===== config.mk =====
export PLATFORM = sky130hd
export DESIGN_NAME = wish_blinky_mc
export DESIGN_NICKNAME = d
export VERILOG_FILES = /design/src/rtl/blinky_pkg.sv /design/src/rtl/blinky_channel.sv /design/src/rtl/wish_blinky_mc.sv
export SDC_FILE = /design/constraint.sdc
export NUM_CORES = 1
export LEC_CHECK = 0
export BUFFER_PORTS_ARGS = -buffer_cell sky130_fd_sc_hd__clkbuf_2
export CORE_ASPECT_RATIO = 1.25
export CORE_MARGIN = 2
export CORE_UTILIZATION = 45
export DETAILED_ROUTE_END_ITERATION = 6
export GPL_TIMING_DRIVEN = 0
export MAX_ROUTING_LAYER = met4
export PLACE_DENSITY = 0.58
export SYNTH_ARGS = -nofsm -noshare
export SYNTH_HDL_FRONTEND = slang
export SYNTH_SLANG_ARGS = --single-unit

===== constraint.sdc =====
create_clock -name CLK_I -period 2.21 [get_ports CLK_I]
set_input_delay 0.3315 -clock CLK_I [delete_from_list [all_inputs] [get_ports CLK_I]]
set_output_delay 0.3315 -clock CLK_I [all_outputs]
set_load 0.02 [all_outputs]

===== src/rtl/blinky_pkg.sv =====
// Shared types and constants for the multi-channel Wishbone LED blinker.
package blinky_pkg;

  typedef enum logic [1:0] {
    MODE_OFF     = 2'd0,
    MODE_LOOP    = 2'd1,
    MODE_ONESHOT = 2'd2
  } mode_t;

  typedef enum logic [1:0] {
    ST_IDLE = 2'd0,
    ST_RUN  = 2'd1,
    ST_DONE = 2'd2
  } chan_state_t;

  // Value of the ADR_I MSB that selects the mode register (0 selects pattern).
  localparam logic ADR_SEL_MODE = 1'b1;

  // The unused encoding 3 folds to OFF.
  function automatic mode_t decode_mode(input logic [1:0] raw);
    case (raw)
      2'd1:    return MODE_LOOP;
      2'd2:    return MODE_ONESHOT;
      default: return MODE_OFF;
    endcase
  endfunction

endpackage


===== src/rtl/blinky_channel.sv =====
// One LED channel: pattern/rotate registers, bit counter and IDLE/RUN/DONE FSM.
module blinky_channel
  import blinky_pkg::*;
#(
  parameter int MASK_BITS = 8
) (
  input  logic                 clk,
  input  logic                 rst_n,
  input  logic                 tick,
  input  logic                 wr_pat,
  input  logic                 wr_mode,
  input  logic [MASK_BITS-1:0] wdata,
  output logic                 led,
  output logic [MASK_BITS-1:0] shreg,
  output chan_state_t          state,
  output mode_t                mode
);

  localparam int STEP_W = $clog2(MASK_BITS);
  localparam logic [STEP_W-1:0] LAST_STEP = STEP_W'(MASK_BITS - 1);

  logic [MASK_BITS-1:0] pattern_q, pattern_d;
  logic [MASK_BITS-1:0] shreg_q, shreg_d;
  logic [STEP_W-1:0]    step_q, step_d;
  mode_t                mode_q, mode_d;
  chan_state_t          state_q, state_d;
  logic                 led_q, led_d;

  // A bus write always takes precedence over a coincident tick.
  always_comb begin
    pattern_d = pattern_q;
    shreg_d   = shreg_q;
    step_d    = step_q;
    mode_d    = mode_q;
    state_d   = state_q;
    led_d     = led_q;
    if (wr_pat) begin
      pattern_d = wdata;
      shreg_d   = wdata;
      step_d    = '0;
      led_d     = 1'b0;
      state_d   = (mode_q != MODE_OFF) ? ST_RUN : ST_IDLE;
    end else if (wr_mode) begin
      mode_d  = decode_mode(wdata[1:0]);
      shreg_d = pattern_q;
      step_d  = '0;
      led_d   = 1'b0;
      state_d = (mode_d != MODE_OFF) ? ST_RUN : ST_IDLE;
    end else if (tick) begin
      case (state_q)
        ST_RUN: begin
          led_d   = shreg_q[MASK_BITS-1];
          shreg_d = {shreg_q[MASK_BITS-2:0], shreg_q[MASK_BITS-1]};
          if (step_q == LAST_STEP) begin
            step_d = '0;
            if (mode_q == MODE_ONESHOT) state_d = ST_DONE;
          end else begin
            step_d = step_q + 1'b1;
          end
        end
        default: led_d = 1'b0;
      endcase
    end
  end

  always_ff @(posedge clk or negedge rst_n) begin
    if (!rst_n) begin
      pattern_q <= '0;
      shreg_q   <= '0;
      step_q    <= '0;
      mode_q    <= MODE_OFF;
      state_q   <= ST_IDLE;
      led_q     <= 1'b0;
    end else begin
      pattern_q <= pattern_d;
      shreg_q   <= shreg_d;
      step_q    <= step_d;
      mode_q    <= mode_d;
      state_q   <= state_d;
      led_q     <= led_d;
    end
  end

  assign led   = led_q;
  assign shreg = shreg_q;
  assign state = state_q;
  assign mode  = mode_q;

endmodule


===== src/rtl/wish_blinky_mc.sv =====
// Wishbone-attached multi-channel LED blinker: prescaler, address decode,
// single-cycle ACK, registered readback and NUM_CH channel instances.
module wish_blinky_mc
  import blinky_pkg::*;
#(
  parameter int NUM_CH          = 4,
  parameter int MASK_BITS       = 8,
  parameter int SYSCLK_DIV_BITS = 22,
  localparam int AW             = $clog2(NUM_CH) + 1
) (
  input  logic                 CLK_I,
  input  logic                 RST_I,
  input  logic                 CYC_I,
  input  logic                 STB_I,
  input  logic                 WE_I,
  input  logic [AW-1:0]        ADR_I,
  input  logic [MASK_BITS-1:0] DAT_I,
  output logic [MASK_BITS-1:0] DAT_O,
  output logic                 ACK_O,
  output logic                 o_alive,
  output logic [NUM_CH-1:0]    o_led
);

  logic [SYSCLK_DIV_BITS-1:0] ckdiv_q, ckdiv_d;
  logic                       ack_q, ack_d;
  logic [MASK_BITS-1:0]       dat_q, dat_d;

  logic                 tick;
  logic                 req;
  logic                 sel_mode;
  logic [31:0]          ch_idx;
  logic [MASK_BITS-1:0] rd_data;
  logic [NUM_CH-1:0]    wr_pat;
  logic [NUM_CH-1:0]    wr_mode;

  logic [MASK_BITS-1:0] ch_shreg [NUM_CH];
  chan_state_t          ch_state [NUM_CH];
  mode_t                ch_mode  [NUM_CH];

  // Handshake: a request is CYC_I & STB_I while ACK_O is low; it is accepted
  // on that edge and ACK_O (with DAT_O) is high for exactly the next cycle.
  always_comb begin
    tick     = (ckdiv_q == '1);
    req      = CYC_I & STB_I & ~ack_q;
    sel_mode = (ADR_I[AW-1] == ADR_SEL_MODE);
    ch_idx   = '0;
    for (int b = 0; b < AW - 1; b++) ch_idx[b] = ADR_I[b];
  end

  for (genvar g = 0; g < NUM_CH; g++) begin : g_ch
    assign wr_pat[g]  = req & WE_I & ~sel_mode & (ch_idx == g);
    assign wr_mode[g] = req & WE_I &  sel_mode & (ch_idx == g);

    blinky_channel #(.MASK_BITS(MASK_BITS)) u_chan (
      .clk    (CLK_I),
      .rst_n  (RST_I),
      .tick   (tick),
      .wr_pat (wr_pat[g]),
      .wr_mode(wr_mode[g]),
      .wdata  (DAT_I),
      .led    (o_led[g]),
      .shreg  (ch_shreg[g]),
      .state  (ch_state[g]),
      .mode   (ch_mode[g])
    );
  end

  // Indices with no channel behind them read as zero.
  always_comb begin
    rd_data = '0;
    for (int i = 0; i < NUM_CH; i++) begin
      if (ch_idx == 32'(i)) begin
        rd_data = sel_mode ? MASK_BITS'({ch_state[i], ch_mode[i]}) : ch_shreg[i];
      end
    end
  end

  always_comb begin
    ckdiv_d = ckdiv_q + 1'b1;
    ack_d   = req;
    dat_d   = req ? rd_data : dat_q;
  end

  always_ff @(posedge CLK_I or negedge RST_I) begin
    if (!RST_I) begin
      ckdiv_q <= '0;
      ack_q   <= 1'b0;
      dat_q   <= '0;
    end else begin
      ckdiv_q <= ckdiv_d;
      ack_q   <= ack_d;
      dat_q   <= dat_d;
    end
  end

  assign o_alive = ckdiv_q[SYSCLK_DIV_BITS-1];
  assign ACK_O   = ack_q;
  assign DAT_O   = dat_q;

endmodule


==> impl_metrics.py, run 1 <==
metrics = {
    "global_route": {
        "grt_max_degree": 68,
        "first_global_vias": 5094,
        "grt.total_usage": 0.258,
        "grt_pass1_wl_mm": 27.9,
        "antenna_found_initial": 0,
        "grt.overflow.total": 0,
    },
    "worst_setup_path": {
        "crit_cells": 6,
        "worstSetupEndpoint": "g_ch[2].u_chan.shreg[5]",
        "cp_slowest_cell": "dfrtp_1",
        "worstSetupPathType": "flop to flop",
        "endpoint_kind": "flop",
        "cpPeakStageDelay_ns": 0.39,
        "startpoint": "ACK_O",
        "worstPathArrival_ns": 2.45,
        "critical_path.startpoint_type": "flop",
        "timing.rr.end": "g_ch[2].u_chan.shreg[5]",
        "cp.required_ns": 2.49,
        "cp_max_fo": 10,
        "critPathBufInv": 2,
        "crit-reg2reg-launch": "ACK_O",
        "r2r_slack_ns": 0.04,
        "path_cells": "and4b_1 -> clkbuf_1 -> nand2_1 -> clkbuf_1 -> a211oi_1 -> a31oi_1",
        "cp_top_family": "buffers and inverters",
        "reg2regPathDepth": 6,
        "crit_top_cell": "clkbuf_1",
    },
    "placement": {
        "io_buffers": 29,
        "dp_hpwl_mm": 12.8,
        "gp_congestion": 0.891,
        "pre_cts_slack_ns": -0.134,
    },
    "route": {
        "vias_per_cell": 6.29,
        "dr.pass1.iters": 5,
        "drc_errors": 0,
        "totalWireLength_mm": 17.6,
        "drt_iter0_drc": 405,
        "ant_nets": 0,
        "wl_per_cell_um": 21.7,
        "vias": 5087,
    },
    "outcome": {
        "status": "completed",
    },
    "logic_synthesis": {
        "synth-simple-area-share": 0.136,
        "yosysSeqAreaShare": 0.505,
        "ys.flop_type": "dfrtp_1",
        "async_reset_ff_frac": 1.00,
        "synthTopCellsByArea": "dfrtp_1 (50%), mux2_2 (7.2%), nand4_1 (4.9%), o21ai_0 (4.2%), a211oi_1 (3.8%)",
        "ys_top_cells_by_count": "dfrtp_1 (127), o21ai_0 (53), nand4_1 (49)",
        "synthCells": 576,
        "synth_top_family_by_area": "compound AO/OA/AOI/OAI gates",
        "synth_edf_count": 0,
        "synth-seq-cells": 127,
        "syn_area_um2": 6300,
        "avgSynthCellArea_um2": 10.9,
        "post-synth-top-count-cell": "dfrtp_1",
        "synthAdderAreaFrac": 0.0219,
        "yosysWarnings": 0,
        "yosysTopAreaCell": "dfrtp_1",
        "yosysTopAreaCellShare": 0.505,
        "synth_nets": 603,
        "muxShareOfSynthArea": 0.110,
        "synth_compound_area_frac": 0.158,
        "synth_cell_types": 49,
        "synth_xor_area_frac": 0.0278,
    },
    "cts": {
        "cts_max_level": 4,
        "cts_tree": "yes",
        "post-cts-setup-buffer-count": 0,
        "insertion_delay_ns": 0.42,
        "cts_root_buffer": "clkbuf_16",
        "clk_path_buf_depth": 2,
        "cts-buffers-inserted": 17,
        "cts.sinks": 127,
        "clk_pin_slew_ns": 0.06,
    },
    "power_and_ir_drop": {
        "ir_worst_vdd_mv": 0.438,
        "leakage_nw": 3.08,
        "powerDensity_nw_per_um2": 917,
    },
    "die": {
        "rows": 48,
        "fp.coreArea_um2": 13800,
        "pin_count": 30,
        "initial_core_util": 0.458,
        "die_y_um": 136,
        "dieArea_um2": 15000,
        "die_x_um": 110,
    },
    "sta": {
        "fin_crit_ns": 2.17,
        "worst_pin_slew_ns": 0.567,
        "rsz0062_at_grt": "yes",
        "post-route-period-util": 0.984,
        "clock_skew_ns": 0.00687,
        "finalHoldViolations": 0,
        "finalSetupViolCount": 0,
        "fin_ws_ns": 0.0354,
        "finalMaxSlewViolations": 0,
        "fmax_ghz": 0.460,
        "hold_slack_ns": 0.205,
        "slew_headroom": 0.622,
    },
    "job": {
        "cap_violations": 0,
    },
    "cells_and_area": {
        "nets": 650,
        "drive_above_1_share": 0.221,
        "antenna_cells": 0,
        "syn_to_final_growth_pct": 15.7,
    },
    "min_path": {
        "hold_class": "input pin to flop",
        "holdPathStages": 2,
    },
}
sequential cells by signal (all words and copies together), names as in the netlist:
register	count
ACK_O	1
DAT_O	8
ckdiv_q	22
g_ch.u_chan.led	4
g_ch.u_chan.mode	8
g_ch.u_chan.pattern_q	32
g_ch.u_chan.shreg	32
g_ch.u_chan.state	8
g_ch.u_chan.step_q	12
per-layer routing:
| layer | global-route usage | vias up | share of wire |
|---|---|---|---|
| met1 | 0.341 | 2560 | 0.42 |
| met3 | 0.0455 | 41 | 0.060 |
| li1 | - | 2288 | - |
| met4 | 0.107 | 0 | 0.033 |
| met5 | - | - | 0 |
| met2 | 0.391 | 198 | 0.48 |
how the worst min path moves through the flow:
stage / startpoint / to / slack, ns
global route: DAT_I[5] / g_ch[2].u_chan.pattern_q[5] / 0.20
floorplan: RST_I / ACK_O / 0.04
global placement: ckdiv_q[0] / ckdiv_q[0] / 0.43
detailed placement: RST_I / g_ch[2].u_chan.step_q[0] / 0.35
finish: DAT_I[3] / g_ch[0].u_chan.pattern_q[3] / 0.21
CTS: DAT_I[5] / g_ch[0].u_chan.pattern_q[5] / 0.20
layout make-up:
type,instances,area [µm²]
tap,175,219
fill,1225,6470
timing repair buffer,31,191
inverter,7,26.3
sequential,127,3180
clock inverter,12,121
buffer,49,230
multi-input combinational,390,2880
clock buffer,18,439
repair_timing:
item,in CTS,in global routing
gates resized for setup,4,5
hold buffers,1,0
hold endpoints to repair,60,0
setup endpoints to repair,41,50
cells by family after synthesis:
| logic type | Yosys count |
|---|---|
| and+or+nand+nor | 145 |
| muxes | 54 |
| xor gates and xnor gates | 20 |
| AOI/OAI and AO/OA | 160 |
| buffers and inverters | 59 |
| DFF | 127 |
| adders and majority gates | 11 |
worst reg2reg max path, stage by stage, from the launching register on:
cell and delay (ns):
dfrtp_1 0.39, and4b_1 0.26, clkbuf_1 0.28, nand2_1 0.34, clkbuf_1 0.35, a211oi_1 0.34, a31oi_1 0.07
layout by cell type, fill, tap and decap left out, drive strengths merged, types with 4 or more instances in the layout:
cell	synthesis	layout
mux4	8	8
nor2	18	18
nand2	22	22
a21oi	20	20
a211oi	32	32
buf	22	23
clkbuf	30	74
a31oi	32	32
dfrtp	127	127
a22o	4	4
xnor2	8	8
nand4	50	50
xor2	12	12
nor2b	13	13
inv	7	7
or4	6	6
and3	4	4
clkinv	0	7
mux2i	6	6
mux2	40	40
ha	11	11
o21ai	53	53
nand3	8	8
and4	5	5
where the power goes:
group	internal [mW]	switching, mW	leakage (nW)	total (mW)
clock network	1.66	1.03	0.273	2.69
registers	2.71	0.316	1.58	3.03
logic	0.445	0.515	1.23	0.960
total	4.82	1.86	3.08	6.68
through the flow:
stage / cells / power [mW] / utilization / TNS [ns] / cell area [µm²]
after detailed placement: 781 / 4.01 / 0.487 / -1.52 / 6700
after floorplan: 576 / 3.61 / - / 0 / 6300
after global routing: 809 / 6.96 / 0.530 / -0.677 / 7280
after CTS: 811 / 6.70 / 0.529 / 0 / 7280
after global placement: 780 / 3.95 / 0.484 / -145.52 / 6660
final: 809 / 6.68 / 0.530 / 0 / 7280
(Power assumes the default switching activity.)
==> run 2, diff against run 1 <==
--- a/config.mk
+++ b/config.mk
@@ -6,13 +6,16 @@
 export NUM_CORES = 1
 export LEC_CHECK = 0
 export BUFFER_PORTS_ARGS = -buffer_cell sky130_fd_sc_hd__clkbuf_2
+export CELL_PAD_IN_SITES_DETAIL_PLACEMENT = 1
+export CELL_PAD_IN_SITES_GLOBAL_PLACEMENT = 1
 export CORE_ASPECT_RATIO = 1.25
 export CORE_MARGIN = 2
 export CORE_UTILIZATION = 45
 export DETAILED_ROUTE_END_ITERATION = 6
 export GPL_TIMING_DRIVEN = 0
 export MAX_ROUTING_LAYER = met4
-export PLACE_DENSITY = 0.58
+export PLACE_DENSITY = 0.7
 export SYNTH_ARGS = -nofsm -noshare
 export SYNTH_HDL_FRONTEND = slang
+export SYNTH_HIERARCHICAL = 1
 export SYNTH_SLANG_ARGS = --single-unit
==> impl_metrics.py, run 2 <==
metrics = {
    "outcome": {
        "status": "completed",
    },
    "route": {
        "ant_nets": 0,
        "drc_errors": 0,
        "drt_iter0_drc": 196,
        "dr.pass1.iters": 4,
        "vias": 4654,
        "wl_per_cell_um": 21.1,
        "vias_per_cell": 5.63,
        "totalWireLength_mm": 17.4,
    },
    "cts": {
        "clk_path_buf_depth": 2,
        "cts.sinks": 127,
        "insertion_delay_ns": 0.42,
        "clk_pin_slew_ns": 0.06,
        "cts_root_buffer": "clkbuf_16",
        "cts_tree": "yes",
        "cts-buffers-inserted": 17,
        "cts_max_level": 4,
    },
    "logic_synthesis": {
        "yosysTopAreaCellShare": 0.496,
        "synthCells": 582,
        "ys.flop_type": "dfrtp_1",
        "synthTopCellsByArea": "dfrtp_1 (50%), nand2_1 (5.9%), ha_1 (3.3%), mux4_2 (3.2%), a221oi_2 (2.8%)",
        "synth_cell_types": 48,
        "avgSynthCellArea_um2": 11.0,
        "synth_edf_count": 0,
        "synth-seq-cells": 127,
        "synth_nets": 615,
        "async_reset_ff_frac": 1.00,
        "yosysSeqAreaShare": 0.496,
        "post-synth-top-count-cell": "dfrtp_1",
        "ys_top_cells_by_count": "dfrtp_1 (127), nand2_1 (101), nor2_1 (35)",
        "yosysWarnings": 6,
        "yosysTopAreaCell": "dfrtp_1",
        "syn_area_um2": 6410,
    },
    "global_route": {
        "grt_max_degree": 113,
        "first_global_vias": 5033,
        "grt.overflow.total": 0,
        "grt_pass1_wl_mm": 28.0,
        "antenna_found_initial": 0,
        "grt.total_usage": 0.250,
    },
    "placement": {
        "io_buffers": 28,
        "pre_cts_slack_ns": -0.689,
        "dp_hpwl_mm": 11.9,
        "place_inst": 786,
        "place_area_um2": 6800,
        "gp_congestion": 0.843,
    },
    "worst_setup_path": {
        "worstPathArrival_ns": 2.44,
        "cp.required_ns": 2.55,
        "endpoint_kind": "flop",
        "worstSetupPathType": "flop to flop",
        "reg2regPathDepth": 9,
        "cp_max_fo": 10,
        "critical_path.startpoint_type": "flop",
    },
    "cells_and_area": {
        "nets": 674,
        "drive_above_1_share": 0.271,
        "syn_to_final_growth_pct": 17.2,
        "antenna_cells": 0,
        "fin_area_um2": 7510,
        "fin_cells": 827,
        "mostFrequentLayoutCell": "dfrtp_1",
        "layout_common_cells": "dfrtp_1 (126), nand2_1 (101), nor2_1 (31)",
    },
    "sta": {
        "hold_slack_ns": 0.303,
        "tns_ns": 0,
        "worst_pin_slew_ns": 0.591,
        "finalMaxSlewViolations": 0,
        "finalSetupViolCount": 0,
        "post-route-period-util": 0.951,
        "slew_headroom": 0.606,
        "clock_skew_ns": 0.00491,
        "fin_ws_ns": 0.108,
        "finalHoldViolations": 0,
        "fin_crit_ns": 2.10,
        "fmax_ghz": 0.476,
    },
    "die": {
        "dieArea_um2": 15200,
        "pin_count": 30,
        "rows": 48,
        "die_x_um": 111,
        "fp.coreArea_um2": 13900,
        "die_y_um": 137,
        "initial_core_util": 0.462,
    },
    "power_and_ir_drop": {
        "leakage_nw": 3.66,
        "ir_worst_vdd_mv": 0.588,
        "powerDensity_nw_per_um2": 892,
    },
    "min_path": {
        "holdPathStages": 2,
        "hold_class": "input pin to flop",
    },
    "job": {
        "cap_violations": 0,
    },
}
-- run 2: path summary, 6_finish.rpt --
path | startpoint | endpoint | slack (ns)
setup reg to reg | ckdiv_q[1] | g_ch[2].u_chan/shreg[0] | 0.11
setup / recovery | ckdiv_q[1] | g_ch[2].u_chan/shreg[0] | 0.11
min in group asynchronous | RST_I | g_ch[0].u_chan/shreg[6] | 0.32
max in group asynchronous | RST_I | ckdiv_q[7] | 1.04
hold reg to reg | ckdiv_q[16] | ckdiv_q[16] | 0.47
hold / removal | DAT_I[7] | g_ch[0].u_chan/pattern_q[7] | 0.30
-- run 2: area by class of cell --
cell class | instances | area, µm²
fillers | 1500 | 6360
flip-flops and latches | 127 | 3180
multi-input cells | 399 | 2960
clock buffers | 22 | 474
repair buffers | 40 | 262
plain buffers | 28 | 243
well taps | 175 | 219
inverters | 28 | 108
clock inverters | 8 | 65.1
-- run 2: metrics by stage --
stage / utilization / power, mW
6_report: 0.541 / 6.70
3_5_place_dp: 0.490 / 4.14
4_1_cts: 0.538 / 6.77
5_1_grt: 0.541 / 7.03
3_3_place_gp: 0.488 / 4.06
2_1_floorplan: - / 3.67
-- run 2: kinds of logic (layout without fill, tap and decap cells) --
group	after synthesis	count (layout)	synth area share
AO/OA/AOI/OAI	110	110	0.127
flip-flops	127	127	0.496
buffers and inverters	57	126	0.0531
AND/OR/NAND/NOR	204	205	0.160
multiplexers	47	47	0.103
adder cells (fa/ha/maj)	17	17	0.0332
XOR/XNOR	20	20	0.0273
-- run 2: metal layers --
layer | up-vias | GRT usage | part of all wire
li1 | 2159 | - | -
met1 | 2392 | 0.298 | 0.42
met2 | 84 | 0.428 | 0.52
met3 | 19 | 0.0449 | 0.039
met4 | 0 | 0.0924 | 0.014
met5 | - | - | 0
-- run 2: what timing repair did --
action / in CTS / in global routing
endpoints found under the hold margin: 15 / 0
pin swaps: 3 / 3
resized for setup: 13 / 8
endpoints found under the setup margin: 93 / 48
cloned: 1 / 0
setup buffers: 8 / 2
hold buffers: 1 / 0
-- run 2: critical path, cell delays in order (launching register included) --
cell     delay, ns
dfrtp_1       0.40
ha_4          0.18
nand4_4       0.12
nor4_4        0.14
buf_4         0.18
and3_4        0.29
and3b_1       0.19
buf_4         0.19
nand2_1       0.12
a31oi_1       0.19
-- run 2: report_power, final --
group	leakage (nW)	internal (mW)	switching, mW
Sequential	1.57	2.76	0.385
Clock	0.275	1.60	0.989
Combinational	1.82	0.454	0.512
